--- config.mk ---
export PLATFORM = sky130hd
export DESIGN_NAME = uart_rx_fifo
export DESIGN_NICKNAME = d
export VERILOG_FILES = /design/src/rtl/uart_pkg.sv /design/src/rtl/sync_fifo.sv /design/src/rtl/uart_rx_fifo.sv
export SDC_FILE = /design/constraint.sdc
export NUM_CORES = 1
export LEC_CHECK = 0
export BUFFER_PORTS_ARGS = -buffer_cell sky130_fd_sc_hd__buf_2
export CAP_MARGIN = 25
export CORE_MARGIN = 2
export CORE_UTILIZATION = 56
export DETAILED_ROUTE_END_ITERATION = 7
export PLACE_DENSITY = 0.74
export RECOVER_POWER = 25
export SKIP_LAST_GASP = 1
export SLEW_MARGIN = 40
export SYNTH_ARGS = -nofsm -noshare
export SYNTH_HDL_FRONTEND = slang
export SYNTH_SLANG_ARGS = --single-unit
--- constraint.sdc ---
create_clock -name clk16x -period 7.95 [get_ports clk16x]
set_input_delay 1.59 -clock clk16x [delete_from_list [all_inputs] [get_ports clk16x]]
set_output_delay 1.59 -clock clk16x [all_outputs]
set_load 0.02 [all_outputs]
--- src/rtl/uart_pkg.sv ---
// Shared types for the UART receive drain path: buffered entry layout,
// handshake FSM encodings and the default buffer depth.
package uart_pkg;

  localparam int DEFAULT_DEPTH = 16;

  typedef struct packed {
    logic       ferr;
    logic       perr;
    logic [7:0] data;
  } rx_entry_t;

  typedef logic [1:0] state_t;

  localparam state_t ST_IDLE = 2'd0;
  localparam state_t ST_ACK  = 2'd1;
  localparam state_t ST_WAIT = 2'd2;

endpackage

--- src/rtl/sync_fifo.sv ---
// Generic first-word-fall-through FIFO; head visible the cycle after its push edge.
// A push into a full FIFO is accepted only alongside a pop; pops while empty are ignored.
module sync_fifo #(
  parameter int W     = 10,
  parameter int DEPTH = 16,
  parameter int AW    = 4
) (
  input  logic          clk,
  input  logic          clr,
  input  logic          push,
  input  logic [W-1:0]  push_dat,
  input  logic          pop,
  output logic [W-1:0]  pop_dat,
  output logic          full,
  output logic          empty,
  output logic [AW:0]   count
);

  localparam logic [AW-1:0] PTR_ONE  = AW'(1);
  localparam logic [AW:0]   CNT_ONE  = (AW+1)'(1);
  localparam logic [AW:0]   CNT_FULL = (AW+1)'(DEPTH);

  logic [W-1:0]  mem_q [DEPTH];
  logic [AW-1:0] wr_ptr_q, wr_ptr_d;
  logic [AW-1:0] rd_ptr_q, rd_ptr_d;
  logic [AW:0]   count_q, count_d;
  logic          do_push, do_pop;

  always_comb begin
    do_pop   = pop && (count_q != '0);
    // Full FIFO can still take a word when the head leaves in the same cycle.
    do_push  = push && ((count_q != CNT_FULL) || do_pop);
    wr_ptr_d = do_push ? wr_ptr_q + PTR_ONE : wr_ptr_q;
    rd_ptr_d = do_pop  ? rd_ptr_q + PTR_ONE : rd_ptr_q;
    count_d  = count_q;
    if (do_push && !do_pop) begin
      count_d = count_q + CNT_ONE;
    end else if (do_pop && !do_push) begin
      count_d = count_q - CNT_ONE;
    end
  end

  always_ff @(posedge clk) begin
    if (clr) begin
      wr_ptr_q <= '0;
      rd_ptr_q <= '0;
      count_q  <= '0;
    end else begin
      wr_ptr_q <= wr_ptr_d;
      rd_ptr_q <= rd_ptr_d;
      count_q  <= count_d;
    end
  end

  always_ff @(posedge clk) begin
    if (do_push) begin
      mem_q[wr_ptr_q] <= push_dat;
    end
  end

  assign empty   = (count_q == '0);
  assign full    = (count_q == CNT_FULL);
  assign count   = count_q;
  assign pop_dat = empty ? '0 : mem_q[rd_ptr_q];

endmodule

--- src/rtl/uart_rx_fifo.sv ---
// Drains the UART receiver with a one-cycle r_rdn strobe into a FWFT buffer; entry visible one cycle after capture.
// CPU side is valid/ready; when full, bytes are dropped and the sticky overflow flag is raised.
module uart_rx_fifo
  import uart_pkg::*;
#(
  parameter int DEPTH = DEFAULT_DEPTH,
  parameter int AW    = 4
) (
  input  logic          clk16x,
  input  logic          clr,
  input  logic          r_ready,
  input  logic [7:0]    r_d_out,
  input  logic          r_parity_error,
  input  logic          r_frame_error,
  output logic          r_rdn,
  output logic [7:0]    dout,
  output logic          perr,
  output logic          ferr,
  output logic          dvalid,
  input  logic          dready,
  output logic [AW:0]   count,
  output logic          overflow,
  input  logic          ovf_clr
);

  state_t    state_q, state_d;
  logic      cap_q, cap_d;
  logic      rdn_q, rdn_d;
  logic      ovf_q, ovf_d;
  logic      push;
  logic      fifo_full, fifo_empty;
  logic      pop_fire;
  rx_entry_t in_ent, out_ent;

  assign in_ent = '{ferr: r_frame_error, perr: r_parity_error, data: r_d_out};

  // cap_q remembers that r_ready was seen in IDLE; the byte is taken one edge later.
  always_comb begin
    state_d = state_q;
    cap_d   = 1'b0;
    rdn_d   = 1'b1;
    push    = 1'b0;
    case (state_q)
      ST_IDLE: begin
        if (cap_q) begin
          push    = 1'b1;
          rdn_d   = 1'b0;
          state_d = ST_ACK;
        end else begin
          cap_d = r_ready;
        end
      end
      ST_ACK:  state_d = ST_WAIT;
      ST_WAIT: if (!r_ready) state_d = ST_IDLE;
      default: state_d = ST_IDLE;
    endcase
  end

  always_comb begin
    pop_fire = dready && !fifo_empty;
    ovf_d    = ovf_q;
    if (push && fifo_full && !pop_fire) begin
      ovf_d = 1'b1;
    end else if (ovf_clr) begin
      ovf_d = 1'b0;
    end
  end

  always_ff @(posedge clk16x) begin
    if (clr) begin
      state_q <= ST_IDLE;
      cap_q   <= 1'b0;
      rdn_q   <= 1'b1;
      ovf_q   <= 1'b0;
    end else begin
      state_q <= state_d;
      cap_q   <= cap_d;
      rdn_q   <= rdn_d;
      ovf_q   <= ovf_d;
    end
  end

  sync_fifo #(
    .W     ($bits(rx_entry_t)),
    .DEPTH (DEPTH),
    .AW    (AW)
  ) u_fifo (
    .clk      (clk16x),
    .clr      (clr),
    .push     (push),
    .push_dat (in_ent),
    .pop      (dready),
    .pop_dat  (out_ent),
    .full     (fifo_full),
    .empty    (fifo_empty),
    .count    (count)
  );

  assign r_rdn    = rdn_q;
  assign overflow = ovf_q;
  assign dvalid   = !fifo_empty;
  assign dout     = out_ent.data;
  assign perr     = out_ent.perr;
  assign ferr     = out_ent.ferr;

endmodule

==> impl_metrics.ini, run 1 <==
[setup_path]
arrival_ns = 2.76
ff2ff_setup_slack_ns = 4.82
crit_top_cell = a211oi_1
r2r_end = u_fifo.count[4]$_SDFFE_PP0P_
timing.critical_path.buf_inv = 2
cp_data_required_time_ns = 6.36
start_kind = flop
r2r_cells = 9
cpLargestDelayFamily = buffers and inverters
critPathMaxStageDelay_ns = 0.59
critical_path_class = reg2out
path_max_fanout = 40
worst_path_max_delay_cell = mux4_2
regToRegStartpoint = u_fifo.count[0]$_SDFFE_PP0P_
path_cells = buf_4 -> mux4_2 -> nor2b_1 -> a211oi_1 -> a211oi_1 -> buf_2
cp-end-kind = primary output

[synth]
syn_inst = 381
ys_warn_count = 0
ys_types = 40
syn_area_per_cell_sq_um = 18.90
synth_seq_area_share_pct = 72.83
ys_top_cells_by_count = edfxtp_1, mux4_2, nor2_1, dfxtp_1, a211oi_1
yosysTopAreaCell = edfxtp_1
yosysMostFrequentCell = edfxtp_1
syn_nets = 406
synth_edf_count = 160
mappedNetlistArea_sq_um = 7202
synth_seq_cells = 182
ys.flop_type = edfxtp_1
async_flop_share_pct = 0
synth_top_area_share_pct = 66.71
synth_area_leaders = edfxtp_1, mux4_2, dfxtp_1, a211oi_1, mux2i_1

[die]
std_cell_rows = 41
die_h_microns = 117.4
core_sq_um = 12570
die-area_sq_um = 13780
die_x_microns = 117.4
pin_count = 33
start_util_pct = 57.30

[route]
drc_errors = 0
vias = 3635
drt-pass1-iter-count = 4
vias_per_cell = 5.979
ant_nets = 0
drt_wl_total_microns = 13920
wl_per_cell_microns = 22.90
drtIter0Drc = 394

[clocking]
post-cts-setup-buffers = 0
htreeDepth = 4
cts_tree = done
post_cts_resized = 0
cts_root_buffer = clkbuf_16
clk_pin_slew_ns = 0.07
cts_hold_buf = 0
cts_buffer_depth = 2
cts_buffers = 17
clock_latency_ns = 0.42
cts.sinks = 182

[pwr]
vdd_drop_max_mv = 0.2045
p_per_area_nw_per_um2 = 301.1
p_leak_nw = 2.650

[sta]
setup_tns_ns = 0
tightest_slew_ns = 0.8038
rsz0062_at_grt = false
hold_viol = 0
slew_headroom_pct = 46.35
fin_ws_ns = 3.597
setup_viol = 0
fin_crit_ns = 4.353
skew_ns = 0.007898
fin_crit_sh_pct = 54.75
slew_viol_final = 0
fmax_ghz = 0.2297

[layout]
n_antenna_cell = 0
syn_to_final_growth_pct = 13.86
nets = 448
final_layout_size_suffix_gt1_share_pct = 28.44

[place]
port_buffers = 32
pre_cts_slack_ns = 4.000
dp_hpwl_microns = 8562
gp_routability_congestion = 0.7731

[hold_path]
worstHoldStart = overflow$_SDFFE_PP0P_
hold_depth = 1
min_to = overflow$_SDFFE_PP0P_
hold_class = reg2reg

[global_route]
grt_max_degree = 41
grt_pass1_wl_microns = 21620
overflow = 0
antenna_found_initial = 0
globalRouteTotalUtil_pct = 21.74
first_global_vias = 3780

[status]
status = completed

[flow_run]
maxCapViolCount = 0
==> state kept, by name, indices dropped and copies added (netlist names), named ones only <==
| register | cells |
|---|---|
| state_q | 2 |
| u_fifo.mem_q | 160 |
| overflow | 1 |
| r_rdn | 1 |
| u_fifo.wr_ptr_q | 4 |
| u_fifo.count | 5 |
| cap_q | 1 |
| u_fifo.rd_ptr_q | 4 |
==> cell type report <==
type / instances / area (sq um)
flip-flops and latches: 182 / 5249
clock buffers: 25 / 570.5
well taps: 172 / 215.2
fillers: 857 / 4368
inverters: 6 / 22.52
clock inverters: 7 / 48.80
multi-input cells: 172 / 1852
repair buffers: 44 / 242.7
==> layer usage <==
layer  GRT usage, %  vias to the layer above  wire length (microns)
li1               -                     1613                      -
met1          29.87                     1859                   5885
met2          33.88                      142                   6918
met3          4.815                       21                    794
met4          9.714                        0                    325
met5              0                        -                      0
==> power by group <==
| group | internal, W | total [W] | switching [W] | leakage (nW) |
|---|---|---|---|---|
| Sequential | 0.00106 | 0.00109 | 0.0000228 | 1.62 |
| Clock | 0.000502 | 0.000840 | 0.000338 | 0.307 |
| Combinational | 0.000225 | 0.000542 | 0.000317 | 0.722 |
| Total | 0.00179 | 0.00247 | 0.000678 | 2.65 |
==> cell usage in the layout (no fill, tap or decap), types with 2 or more instances in the layout <==
master,count
edfxtp_1,160
mux4_2,40
buf_2,26
nor2_1,23
a211oi_1,21
clkbuf_16,21
dfxtp_1,19
mux2i_1,13
nor2b_1,12
buf_4,12
ha_1,9
nor2_2,8
clkbuf_1,7
inv_1,6
nand2_1,5
nor3_1,5
xor2_1,5
a21oi_1,4
nand2b_1,3
dfxtp_2,3
clkbuf_8,3
inv_4,3
xnor2_1,2
nor4_1,2
o211ai_1,2
clkinv_4,2
==> through the flow <==
| step | utilization (%) | power [W] | instances | hold slack [ns] | cell area (sq um) |
|---|---|---|---|---|---|
| 3_5_place_dp | 60.35 | 0.001653 | 576 | 0.4526 | 7585 |
| 3_3_place_gp | 60.21 | 0.001638 | 576 | 0.4518 | 7567 |
| 6_report | 65.25 | 0.002469 | 608 | 0.4711 | 8200 |
| 2_1_floorplan | - | 0.001508 | 381 | 0.4704 | 7202 |
| 5_1_grt | 65.25 | 0.002570 | 608 | 0.4913 | 8200 |
| 4_1_cts | 65.28 | 0.002487 | 608 | 0.4735 | 8204 |
==> worst max-delay path by stage <==
stage                                   end  slack (ns)  depth (start not counted)
2_1_floorplan  u_fifo.count[4]$_SDFFE_PP0P_        4.49                          9
5_1_grt                             dout[0]        3.47                          6
3_5_place_dp                        dout[0]        4.00                          6
3_3_place_gp                        dout[0]        4.00                          6
6_report                            dout[0]        3.60                          6
4_1_cts                             dout[0]        3.53                          6
==> cells by family (layout without fill, tap and decap cells) <==
family                     Yosys count  in the layout  share of synthesized area (%)
AOI/OAI and AO/OA                   33             33                          3.457
xor gates and xnor gates             7              7                         0.8513
and+or+nand+nor                     67             67                          4.656
buffers and inverters               27             82                          1.737
muxes                               55             55                          14.63
adders and majority gates           10             10                          1.842
DFF                                182            182                          72.83
Note: power is estimated with default switching activity, not from simulation.
==> run 2, diff against run 1 <==
==> constraint.sdc (replaced) <==
create_clock -name clk16x -period 4.2 [get_ports clk16x]
set_input_delay 0.84 -clock clk16x [delete_from_list [all_inputs] [get_ports clk16x]]
set_output_delay 0.84 -clock clk16x [all_outputs]
set_load 0.02 [all_outputs]
==> run 2 against run 1 <==
  * Non-clock buffer count is 13 higher
  * Critical path depth did not move
  * Sequential power up 94%
  * Cell area grew 1.5%
==> impl_metrics.ini, run 2 (synthesis results as in run 1) <==
[layout]
layout_common_cells = edfxtp_1, mux4_2, nor2_1, buf_2, buf_4
largest_register_ffs = 160
final_core_util_pct = 66.25
layout_commonest_cell = edfxtp_1
nets = 461
syn_to_final_growth_pct = 15.62
final_layout_size_suffix_gt1_share_pct = 29.18
n_antenna_cell = 0
regMostFlops = u_fifo.mem_q

[clocking]
post-cts-setup-buffers = 0
clock_latency_ns = 0.43
htreeDepth = 4
clk_pin_slew_ns = 0.07
cts_tree = done
cts_buffer_depth = 2
post_cts_resized = 0
cts_buffers = 17
cts_hold_buf = 0
cts.sinks = 182
cts_root_buffer = clkbuf_16

[pwr]
seqPwrFrac_pct = 43.5
p_leak_nw = 2.734
p_int_w = 0.003574
p_clk_share_pct = 36.1
vdd_drop_max_mv = 0.3528
combPwrFrac_pct = 20.5
switchingPower_w = 0.001311
p_per_area_nw_per_um2 = 586.7
sw_frac_of_total_pct = 26.84
power_w = 0.004885

[setup_path]
start_kind = flop
cp_data_required_time_ns = 3.36
path_cells = buf_4 -> buf_4 -> mux4_2 -> a211oi_1 -> a211oi_1 -> buf_2
cp-end-kind = primary output
critical_path_class = reg2out
ff2ff_setup_slack_ns = 1.12
r2r_cells = 9
critPathMaxStageDelay_ns = 0.63
worst_path_max_delay_cell = dfxtp_4
arrival_ns = 2.58
cp-endpoint = dout[3]
regToRegStartpoint = u_fifo.count[0]$_SDFFE_PP0P_
r2r_end = u_fifo.count[3]$_SDFFE_PP0P_
path_max_fanout = 22

[sta]
slew_headroom_pct = 47.48
fmax_ghz = 0.2926
rsz0062_at_grt = false
whs_ns = 0.4780
fin_crit_ns = 3.417
fin_crit_sh_pct = 81.36
skew_ns = 0.007646
setup_viol = 0
hold_viol = 0
tightest_slew_ns = 0.7850
slew_viol_final = 0
fin_ws_ns = 0.7828
setup_tns_ns = 0

[place]
port_buffers = 32
gp_routability_congestion = 0.7546
dp_hpwl_microns = 9055
pre_cts_slack_ns = 0.9051

[die]
std_cell_rows = 41
die_h_microns = 117.4
start_util_pct = 57.30
pin_count = 33
die-area_sq_um = 13780
die_x_microns = 117.4
core_sq_um = 12570

[global_route]
grtUsageMet2_pct = 36.59
grt_util_met3_pct = 6.226
globalRouteTotalUtil_pct = 23.03
antenna_found_initial = 0
first_global_vias = 3841
grt_pass1_wl_microns = 22720
overflow = 0
busiest_layer = met2
grt_util_met1_pct = 30.84
grt_max_degree = 23

[hold_path]
hold_class = reg2reg
worstHoldStart = overflow$_SDFFE_PP0P_

[route]
vias_per_cell = 6.021
wl_per_cell_microns = 23.62
drtIter0Drc = 445
drc_errors = 0
drt_wl_total_microns = 14670
vias = 3739
ant_nets = 0
drt-pass1-iter-count = 4

[flow_run]
maxCapViolCount = 0

[status]
status = completed
run 2: cell types whose count changed in the layout (fill, tap and decap cells not counted), sizes merged:
cell / before / now
buf: 38 / 50
bufinv: 0 / 6
clkbuf: 31 / 25
clkinv: 3 / 6
inv: 9 / 7
run 2: layout make-up:
type | instances | area [sq um]
tap | 172 | 215.2
clock inverter | 14 | 230.2
fill | 849 | 4242
sequential | 182 | 5251
clock buffer | 18 | 429.2
timing repair buffer | 57 | 339.1
inverter | 6 | 22.52
multi-input combinational | 172 | 1839
run 2: power groups by stage:
| stage | registers, W | clock network, W | logic [W] |
|---|---|---|---|
| 4_1_cts | 0.00213 | 0.00178 | 0.00101 |
| 5_1_grt | 0.00214 | 0.00185 | 0.00109 |
| 2_1_floorplan | 0.00211 | 0 | 0.000739 |
| 6_report | 0.00212 | 0.00176 | 0.00100 |
| 3_3_place_gp | 0.00216 | 0 | 0.000977 |
| 3_5_place_dp | 0.00217 | 0 | 0.00100 |
run 2: how the worst min path moves through the flow:
stage                               to  slack (ns)  depth (start not counted)
4_1_cts          overflow$_SDFFE_PP0P_        0.47                          1
2_1_floorplan  state_q[1]$_SDFFE_PP0P_        0.47                          2
3_5_place_dp     overflow$_SDFFE_PP0P_        0.45                          1
5_1_grt          overflow$_SDFFE_PP0P_        0.49                          1
3_3_place_gp     overflow$_SDFFE_PP0P_        0.45                          1
6_report         overflow$_SDFFE_PP0P_        0.48                          1
run 2: worst max-delay path, delay by kind of cell, from the launching register on:
kind | cells | cell delay, ns
AO/OA/AOI/OAI | 2 | 0.37
multiplexers | 1 | 0.52
flip-flops | 1 | 0.63
buffers and inverters | 3 | 0.62
run 2: per-layer routing:
metal | vias up | wire, microns | share of wire [%]
met5 | - | 0 | 0
met4 | 0 | 320 | 2.2
met3 | 26 | 1093 | 7.5
met2 | 147 | 7377 | 50
met1 | 1925 | 5879 | 40
li1 | 1641 | - | -
run 2: stage by stage:
step	cell area [sq um]	cells
finish	8327	621
global route	8327	621
CTS	8330	621
detailed placement	7671	589
global placement	7665	589
floorplan	7202	381
